===== src/rtl/subleq_seq_controller_if.sv =====
// Host/datapath-facing bundle of the SUBLEQ sequencing controller.
// master = the controller, slave = the host/datapath side driving commands and mem_ready.
interface subleq_seq_controller_if #(
  parameter int unsigned STATE_BITS = 4,
  parameter int unsigned CNT_WIDTH  = 16
);
  logic                  run;
  logic                  step;
  logic                  clear;
  logic                  halt;
  logic                  mem_ready;
  logic                  mem_req;
  logic [STATE_BITS-1:0] control_word;
  logic                  busy;
  logic                  halted;
  logic                  fault;
  logic [CNT_WIDTH-1:0]  retired_count;

  modport master (
    input  run, step, clear, halt, mem_ready,
    output mem_req, control_word, busy, halted, fault, retired_count
  );

  modport slave (
    output run, step, clear, halt, mem_ready,
    input  mem_req, control_word, busy, halted, fault, retired_count
  );
endinterface


===== src/rtl/subleq_seq_controller.sv =====
// SUBLEQ sequencing FSM: six memory phases per instruction, run/step modes, retire counter.
// Define SUBLEQ_WAIT_TIMEOUT_EN to enable the memory-wait timeout fault.
module subleq_seq_controller #(
  parameter int unsigned STATE_BITS = 4,
  parameter int unsigned CNT_WIDTH  = 16,
  parameter int unsigned MAX_WAIT   = 15
) (
  input logic                    clk,
  input logic                    areset,
  subleq_seq_controller_if.master bus
);

  if (STATE_BITS < 4) begin : gen_bad_state_bits
    $error("STATE_BITS must be at least 4");
  end
  if (MAX_WAIT < 1) begin : gen_bad_max_wait
    $error("MAX_WAIT must be at least 1");
  end

  typedef enum logic [3:0] {
    StIdle     = 4'd0,
    StFetchA   = 4'd1,
    StDerefA   = 4'd2,
    StFetchB   = 4'd3,
    StDerefB   = 4'd4,
    StStoreSub = 4'd5,
    StFetchC   = 4'd6,
    StHalt     = 4'd7,
    StFault    = 4'd8
  } state_e;

  state_e               state_q, state_d;
  logic                 single_q, single_d;
  logic [CNT_WIDTH-1:0] cnt_q, cnt_d;
  logic                 in_phase;
  logic                 timeout;
  state_e               phase_next;

  assign in_phase = (state_q == StFetchA)  || (state_q == StDerefA) ||
                    (state_q == StFetchB)  || (state_q == StDerefB) ||
                    (state_q == StStoreSub) || (state_q == StFetchC);

`ifdef SUBLEQ_WAIT_TIMEOUT_EN
  localparam int unsigned WaitW = (MAX_WAIT < 2) ? 1 : $clog2(MAX_WAIT + 1);
  logic [WaitW-1:0] wait_q, wait_d;

  assign timeout = (wait_q >= WaitW'(MAX_WAIT));

  // Any state change restarts the stall count; it never passes MAX_WAIT since that forces FAULT.
  always_comb begin
    wait_d = wait_q;
    if (state_d != state_q) begin
      wait_d = '0;
    end else if (in_phase && !bus.mem_ready) begin
      wait_d = wait_q + 1'b1;
    end
  end

  always_ff @(posedge clk or posedge areset) begin
    if (areset) begin
      wait_q <= '0;
    end else begin
      wait_q <= wait_d;
    end
  end
`else
  assign timeout = 1'b0;
`endif

  always_comb begin
    phase_next = StIdle;
    unique case (state_q)
      StFetchA:   phase_next = StDerefA;
      StDerefA:   phase_next = StFetchB;
      StFetchB:   phase_next = StDerefB;
      StDerefB:   phase_next = StStoreSub;
      StStoreSub: phase_next = StFetchC;
      default:    phase_next = StIdle;
    endcase
  end

  // Halt outranks everything else, including the IDLE start commands.
  always_comb begin
    state_d  = state_q;
    single_d = single_q;
    cnt_d    = cnt_q;
    unique case (state_q)
      StIdle: begin
        if (bus.halt) begin
          state_d = StHalt;
        end else if (bus.step) begin
          state_d  = StFetchA;
          single_d = 1'b1;
        end else if (bus.run) begin
          state_d  = StFetchA;
          single_d = 1'b0;
        end
      end
      StFetchA, StDerefA, StFetchB, StDerefB, StStoreSub: begin
        if (bus.halt) begin
          state_d = StHalt;
        end else if (bus.mem_ready) begin
          state_d = phase_next;
        end else if (timeout) begin
          state_d = StFault;
        end
      end
      StFetchC: begin
        if (bus.halt) begin
          state_d = StHalt;
        end else if (bus.mem_ready) begin
          cnt_d   = cnt_q + 1'b1;
          state_d = (single_q || !bus.run) ? StIdle : StFetchA;
        end else if (timeout) begin
          state_d = StFault;
        end
      end
      StHalt, StFault: begin
        if (bus.clear) begin
          state_d = StIdle;
        end
      end
      default: state_d = StIdle;
    endcase
  end

  always_ff @(posedge clk or posedge areset) begin
    if (areset) begin
      state_q  <= StIdle;
      single_q <= 1'b0;
      cnt_q    <= '0;
    end else begin
      state_q  <= state_d;
      single_q <= single_d;
      cnt_q    <= cnt_d;
    end
  end

  assign bus.control_word  = STATE_BITS'(state_q);
  assign bus.mem_req       = in_phase;
  assign bus.busy          = in_phase;
  assign bus.halted        = (state_q == StHalt);
`ifdef SUBLEQ_WAIT_TIMEOUT_EN
  assign bus.fault         = (state_q == StFault);
`else
  assign bus.fault         = 1'b0;
`endif
  assign bus.retired_count = cnt_q;

endmodule

===== src/flat_wrapper.sv =====
// flat-port wrapper written by rule: the top's interface ports become plain ports
module subleq_seq_controller_flat 
#(
  parameter int unsigned STATE_BITS = 4,
  parameter int unsigned CNT_WIDTH  = 16,
  parameter int unsigned MAX_WAIT   = 15
)
  (clk, areset, bus_run, bus_step, bus_clear, bus_halt, bus_mem_ready, bus_mem_req, bus_control_word, bus_busy, bus_halted, bus_fault, bus_retired_count);
  subleq_seq_controller_if #(.STATE_BITS(STATE_BITS), .CNT_WIDTH(CNT_WIDTH)) bus_i ();
  input logic clk;
  input logic areset;
  input wire logic [$bits(bus_i.run)-1:0] bus_run;
  input wire logic [$bits(bus_i.step)-1:0] bus_step;
  input wire logic [$bits(bus_i.clear)-1:0] bus_clear;
  input wire logic [$bits(bus_i.halt)-1:0] bus_halt;
  input wire logic [$bits(bus_i.mem_ready)-1:0] bus_mem_ready;
  output wire logic [$bits(bus_i.mem_req)-1:0] bus_mem_req;
  output wire logic [$bits(bus_i.control_word)-1:0] bus_control_word;
  output wire logic [$bits(bus_i.busy)-1:0] bus_busy;
  output wire logic [$bits(bus_i.halted)-1:0] bus_halted;
  output wire logic [$bits(bus_i.fault)-1:0] bus_fault;
  output wire logic [$bits(bus_i.retired_count)-1:0] bus_retired_count;
  assign bus_i.run = bus_run;
  assign bus_i.step = bus_step;
  assign bus_i.clear = bus_clear;
  assign bus_i.halt = bus_halt;
  assign bus_i.mem_ready = bus_mem_ready;
  assign bus_mem_req = bus_i.mem_req;
  assign bus_control_word = bus_i.control_word;
  assign bus_busy = bus_i.busy;
  assign bus_halted = bus_i.halted;
  assign bus_fault = bus_i.fault;
  assign bus_retired_count = bus_i.retired_count;
  subleq_seq_controller #(.STATE_BITS(STATE_BITS), .CNT_WIDTH(CNT_WIDTH), .MAX_WAIT(MAX_WAIT)) u_core (.clk(clk), .areset(areset), .bus(bus_i));
endmodule

===== config.mk =====
export PLATFORM = sky130hd
export DESIGN_NAME = subleq_seq_controller_flat
export DESIGN_NICKNAME = d
export VERILOG_FILES = /design/src/rtl/subleq_seq_controller_if.sv /design/src/rtl/subleq_seq_controller.sv /design/src/flat_wrapper.sv
export SDC_FILE = /design/constraint.sdc
export NUM_CORES = 1
export LEC_CHECK = 0
export ABC_AREA = 1
export CAP_MARGIN = 20
export CORE_MARGIN = 2
export CORE_UTILIZATION = 50
export CTS_BUF_LIST = sky130_fd_sc_hd__clkbuf_8
export CTS_CLUSTER_SIZE = 25
export DETAILED_ROUTE_END_ITERATION = 6
export PLACE_DENSITY = 0.81
export SLEW_MARGIN = 20
export SYNTH_ARGS = -nofsm -noshare
export SYNTH_HDL_FRONTEND = slang
export SYNTH_SLANG_ARGS = --single-unit

===== constraint.sdc =====
create_clock -name clk -period 1.5 [get_ports clk]
set_clock_uncertainty 0.15 [all_clocks]
set_input_delay 0.225 -clock clk [delete_from_list [all_inputs] [get_ports clk]]
set_output_delay 0.225 -clock clk [all_outputs]
set_load 0.01 [all_outputs]

==> results.toml, run 1 <==
[floorplanning]
initial_core_util_pct = 53.9
num_rows = 17
die_w_um = 53.3
ioPinCount = 31
die_area_um2 = 2840
core_um2 = 2250
fp.dieH_um = 53.3

[critical_path]
endpoint_kind = "register"
arrival_ps = 1740
critPathRequiredTime_ps = 1510
r2r_setup_slack_ps = -230
worstSetupStartpointType = "register"
critPathMaxFanout = 6
worstSetupPathType = "register to register"

[sta]
rsz0062_at_grt = "yes"
final-hold-violation-count = 0
setup_viol_count_final = 20
tns_ps = -2580
slew_viol_final = 0
post-route-min-period_ps = 1730
fmax_ghz = 0.577
layout_setup_ws_ps = -234
finalCritPeriodShare_pct = 116

[cts]
clkTransAtPathRegs_ps = 80
cts_buffer_depth = 2
cts-htree-levels = 1
cts_root_buffer = "clkbuf_8"
cts_tree = "built"
clk_latency_ps = 270
cts.sinks = 20
numCtsBuffers = 3

[grt]
grt_pass1_wl_um = 5680
antenna_found_initial = 0
grt-ovfl-total = 0
track_usage_pct = 28.5
grt_pass1_vias = 1245
grt_max_degree = 21

[worst_hold_path]
hp-class = "input pin to asynchronous set/reset pin"

[synth]
synth_top_area_share_pct = 41.2
synth_area_leaders = "dfrtp_1, nand2_1, inv_1"
netlist-cell-type-count = 28
synth_top_area_cell = "dfrtp_1"
syn_area_per_cell_um2 = 7.95
yosys_warnings = 0
synth.yosys.seq_area_share_pct = 41.2
syn_area_um2 = 1220
postSynthCellCount = 153
ys_ff_latch = 20

[drt]
drtAntennaViolNets = 0
drc = 0
drtPass1Iterations = 4
vias = 1371
routedWlPerCell_um = 16.3
routed_via_density = 5.38
dr.first_iter.drc_count = 52
routed_wl_um = 4150

[placed_design]
place_area_um2 = 1680
place_ws_ps = -237
gp_congestion = 0.840
place_hpwl_um = 2230
port_buffers = 28

[run_status]
violations = "negative setup slack"
outcome = "complete, but fails checks"

[power]
power_density_nw_per_um2 = 1400
power.leakage_nw = 1.10
ir_worst_vdd_mv = 1.82

[job]
drv_cap = 0

[layout]
final_common_cell = "nand2_1"
fin_area_um2 = 1960
drive_gt1_share_pct = 34.8
diodes = 0
fin_nets = 236
area_growth_syn_to_layout_pct = 60.8
final_cell_mix = "nand2_1, buf_4, dfrtp_1"
## cells by family after synthesis
kind of cell,synth area share (%)
AND/OR/NAND/NOR,37.0
buffers and inverters,8.33
flip-flops,41.2
adder cells (fa/ha/maj),1.03
AO/OA/AOI/OAI,3.60
other,0.308
XOR/XNOR,8.54
## cell type report
cell class	instances	area, um2
Clock buffer	4	55.1
Fill cell	127	299
Inverter	21	81.3
Multi-Input combinational cell	110	694
Sequential cell	20	500
Tap cell	28	35.0
Timing Repair Buffer	72	589
## per-layer routing
metal  GRT usage, %  vias to the layer above  wire length [um]
met2           48.1                       81              2100
met3           4.80                       18               277
met4           14.5                        0               185
li1               -                      618                 -
met5              0                        -                 0
met1           34.3                      654              1590
## power by group
| part | internal (mW) | total, mW | switching, mW |
|---|---|---|---|
| Sequential | 0.648 | 0.744 | 0.0960 |
| Combinational | 0.751 | 1.57 | 0.821 |
| Clock | 0.234 | 0.417 | 0.183 |
| Total | 1.63 | 2.73 | 1.10 |
## synthesized netlist by cell type
cell,n
a21oi_1,1
buf_4,3
nand3_2,3
dfrtp_1,20
o21ai_0,4
nand3b_1,1
xor2_2,1
conb_1,1
o211ai_1,1
nor2_2,3
nor3_1,1
nor2_1,12
nand2_4,1
xor2_1,6
o21ai_1,1
inv_1,18
nor2_8,2
nor3_2,1
nand2_2,2
ha_1,1
nand3_1,5
xnor2_1,4
nand3_4,1
o22ai_1,1
inv_2,3
nand2_1,50
or2_4,1
nand4_1,5
## what timing repair did
action	CTS	global route
endpoints found under the setup margin	27	25
hold buffers	0	0
resized for setup	38	20
setup buffers	15	8
pin swaps	3	5
## worst max-delay path, stage by stage (launching register included)
cell	delay (ps)
dfrtp_1	440
buf_6	160
inv_4	60
buf_6	110
nand3_4	90
nor2_8	150
nand2_4	100
nor2_8	150
nand2_1	90
nand2_1	70
nand2_1	60
## stage by stage
step	power [mW]	cells	utilization [%]	hold slack (ps)
global route	2.88	255	86.7	197
CTS	2.49	248	81.4	162
finish	2.73	255	86.7	139
detailed placement	2.00	229	74.4	357
global placement	1.95	229	74.4	338
floorplan	1.34	154	-	38.8
## flip-flops by register name, indices dropped and copies added, names as in the netlist
register                  cells
u_core.single_q               1
u_core.bus.retired_count     16
u_core.bus.control_word       3
## worst paths after layout
path,from,end,cells past startpoint
min,areset,u_core.bus.retired_count[11],3
max in group asynchronous,areset,u_core.single_q,3
min reg2reg,u_core.bus.retired_count[14],u_core.bus.retired_count[14],1
min in group clk,u_core.bus.retired_count[14],u_core.bus.retired_count[14],1
max reg2reg,u_core.bus.control_word[0],u_core.bus.retired_count[11],10
max,u_core.bus.control_word[0],u_core.bus.retired_count[11],10
Note: power is estimated with default switching activity, not from simulation.
==> run 2: changes to the inputs <==
CELL_PAD_IN_SITES_DETAIL_PLACEMENT = 0   (was unset)
CELL_PAD_IN_SITES_GLOBAL_PLACEMENT = 1   (was unset)
CORE_UTILIZATION = 36   (was 50)
HOLD_SLACK_MARGIN = 0.12   (was unset)
PLACE_DENSITY = unset   (was 0.81)
PLACE_DENSITY_LB_ADDON = 0.1   (was unset)
SLEW_MARGIN = unset   (was 20)
==> run 2 against run 1 <==
The run still ends with negative setup slack left. Clock power rose by 1%. Maximum frequency rose by 15%. Cell area fell by 0.96%. Critical path type is now register to primary output. Critical endpoint is now bus_busy.
==> results.toml, run 2 (synthesis results as in run 1) <==
[run_status]
outcome = "complete, but fails checks"
violations = "negative setup slack"

[floorplanning]
core_um2 = 3280
fp.dieH_um = 62.1
die_area_um2 = 3860
ioPinCount = 31
die_w_um = 62.1
num_rows = 21
initial_core_util_pct = 37.0

[sta]
slew_viol_final = 0
final-hold-violation-count = 0
setup_viol_count_final = 3
layout_setup_ws_ps = -9.55
rsz0062_at_grt = "yes"
finalCritPeriodShare_pct = 101
tns_ps = -22.0
fmax_ghz = 0.662
post-route-min-period_ps = 1510

[drt]
drc = 0
routed_wl_um = 3050
routed_via_density = 4.47
dr.first_iter.drc_count = 52
drtPass1Iterations = 4
vias = 1188
drtAntennaViolNets = 0
routedWlPerCell_um = 11.5

[layout]
fin_nets = 229
fin_area_um2 = 1940
final_cell_mix = "nand2_1, buf_4, dfrtp_1"
seq_area_um2 = 502
area_growth_syn_to_layout_pct = 59.3
multiInputGateArea_um2 = 681
final_common_cell = "nand2_1"
diodes = 0
largest_reg_flops = 16
fillers = 328
final_cell_count_no_fill = 266
drive_gt1_share_pct = 34.5

[grt]
grt_pass1_vias = 1162
grt-ovfl-total = 0
grt_pass1_wl_um = 5310
grt_max_degree = 21
antenna_found_initial = 0
track_usage_pct = 17.1

[worst_hold_path]
hp-class = "input pin to asynchronous set/reset pin"

[cts]
holdBufCountCts = 0
clkTransAtPathRegs_ps = 80
cts_root_buffer = "clkbuf_8"
cts.sinks = 20
cts_buffer_depth = 2
cts_tree = "built"
cts-htree-levels = 1
numCtsBuffers = 3
clk_latency_ps = 260

[critical_path]
worstSetupPathType = "register to primary output"
endpoint_kind = "primary output"
critPathMaxFanout = 3
arrival_ps = 1130
worstSetupStartpointType = "register"
critPathRequiredTime_ps = 1120

[placed_design]
place_ws_ps = -266
place_area_um2 = 1690
port_buffers = 28
gp_congestion = 0.841
place_inst = 245
place_hpwl_um = 2150

[power]
power.leakage_nw = 1.06
power_density_nw_per_um2 = 1380
ir_worst_vdd_mv = 0.852

[job]
drv_cap = 0
==> run 2: cell types whose count changed in the layout (fill, tap and decap cells not counted), sizes merged <==
cell | previous run | this run
buf | 47 | 41
clkbuf | 5 | 4
clkdlybuf4s15 | 2 | 1
dlygate4sd2 | 16 | 17
==> run 2: what timing repair did <==
action	in CTS	in global routing
gates cloned	0	0
endpoints found under the setup margin	23	21
pin swaps	3	10
buffers inserted	15	2
resized for setup	39	27
==> run 2: path summary, 6_finish.rpt <==
path	startpoint	endpoint	slack [ps]	cells after the start
worst min-delay path	areset	u_core.bus.retired_count[14]	130	3
min in group clk	u_core.bus.retired_count[14]	u_core.bus.retired_count[14]	360	1
max in group asynchronous	areset	u_core.bus.control_word[1]	840	3
worst max-delay path	u_core.bus.control_word[2]	bus_busy	-10	5
worst min register to register	u_core.bus.retired_count[14]	u_core.bus.retired_count[14]	360	1
worst max register to register	u_core.bus.control_word[2]	u_core.bus.retired_count[11]	0	9
==> run 2: power by group <==
part / switching [mW] / internal (mW) / total (mW)
sequential: 0.0905 / 0.651 / 0.741
combinational: 0.713 / 0.789 / 1.50
clock: 0.187 / 0.234 / 0.421
==> run 2: layout make-up <==
| cell class | instances | share of cell area (%) |
|---|---|---|
| clock buffers | 4 | 2.84 |
| flip-flops and latches | 20 | 25.9 |
| repair buffers | 65 | 29.1 |
| well taps | 46 | 2.97 |
| multi-input cells | 110 | 35.1 |
| inverters | 21 | 4.07 |
==> run 2: routing by layer <==
| metal | vias up | wire (um) | GRT usage (%) |
|---|---|---|---|
| met5 | - | 0 | 0 |
| met2 | 30 | 1390 | 26.5 |
| li1 | 604 | - | - |
| met3 | 8 | 128 | 4.35 |
| met4 | 0 | 61 | 3.33 |
| met1 | 546 | 1470 | 24.2 |
==> run 2: worst max-delay path, stage by stage, from the launching register on <==
cell	delay, ps
dfrtp_1	420
buf_6	140
nand3_4	90
nand2_2	60
inv_2	60
buf_6	100
==> run 2: per-stage QoR <==
stage	util, %	total power, mW	hold WS, ps
6_report	59.0	2.66	132
5_1_grt	59.0	2.86	175
4_1_cts	55.7	2.44	145
3_5_place_dp	51.3	1.96	348
3_3_place_gp	51.3	1.95	354
2_1_floorplan	-	1.34	38.8
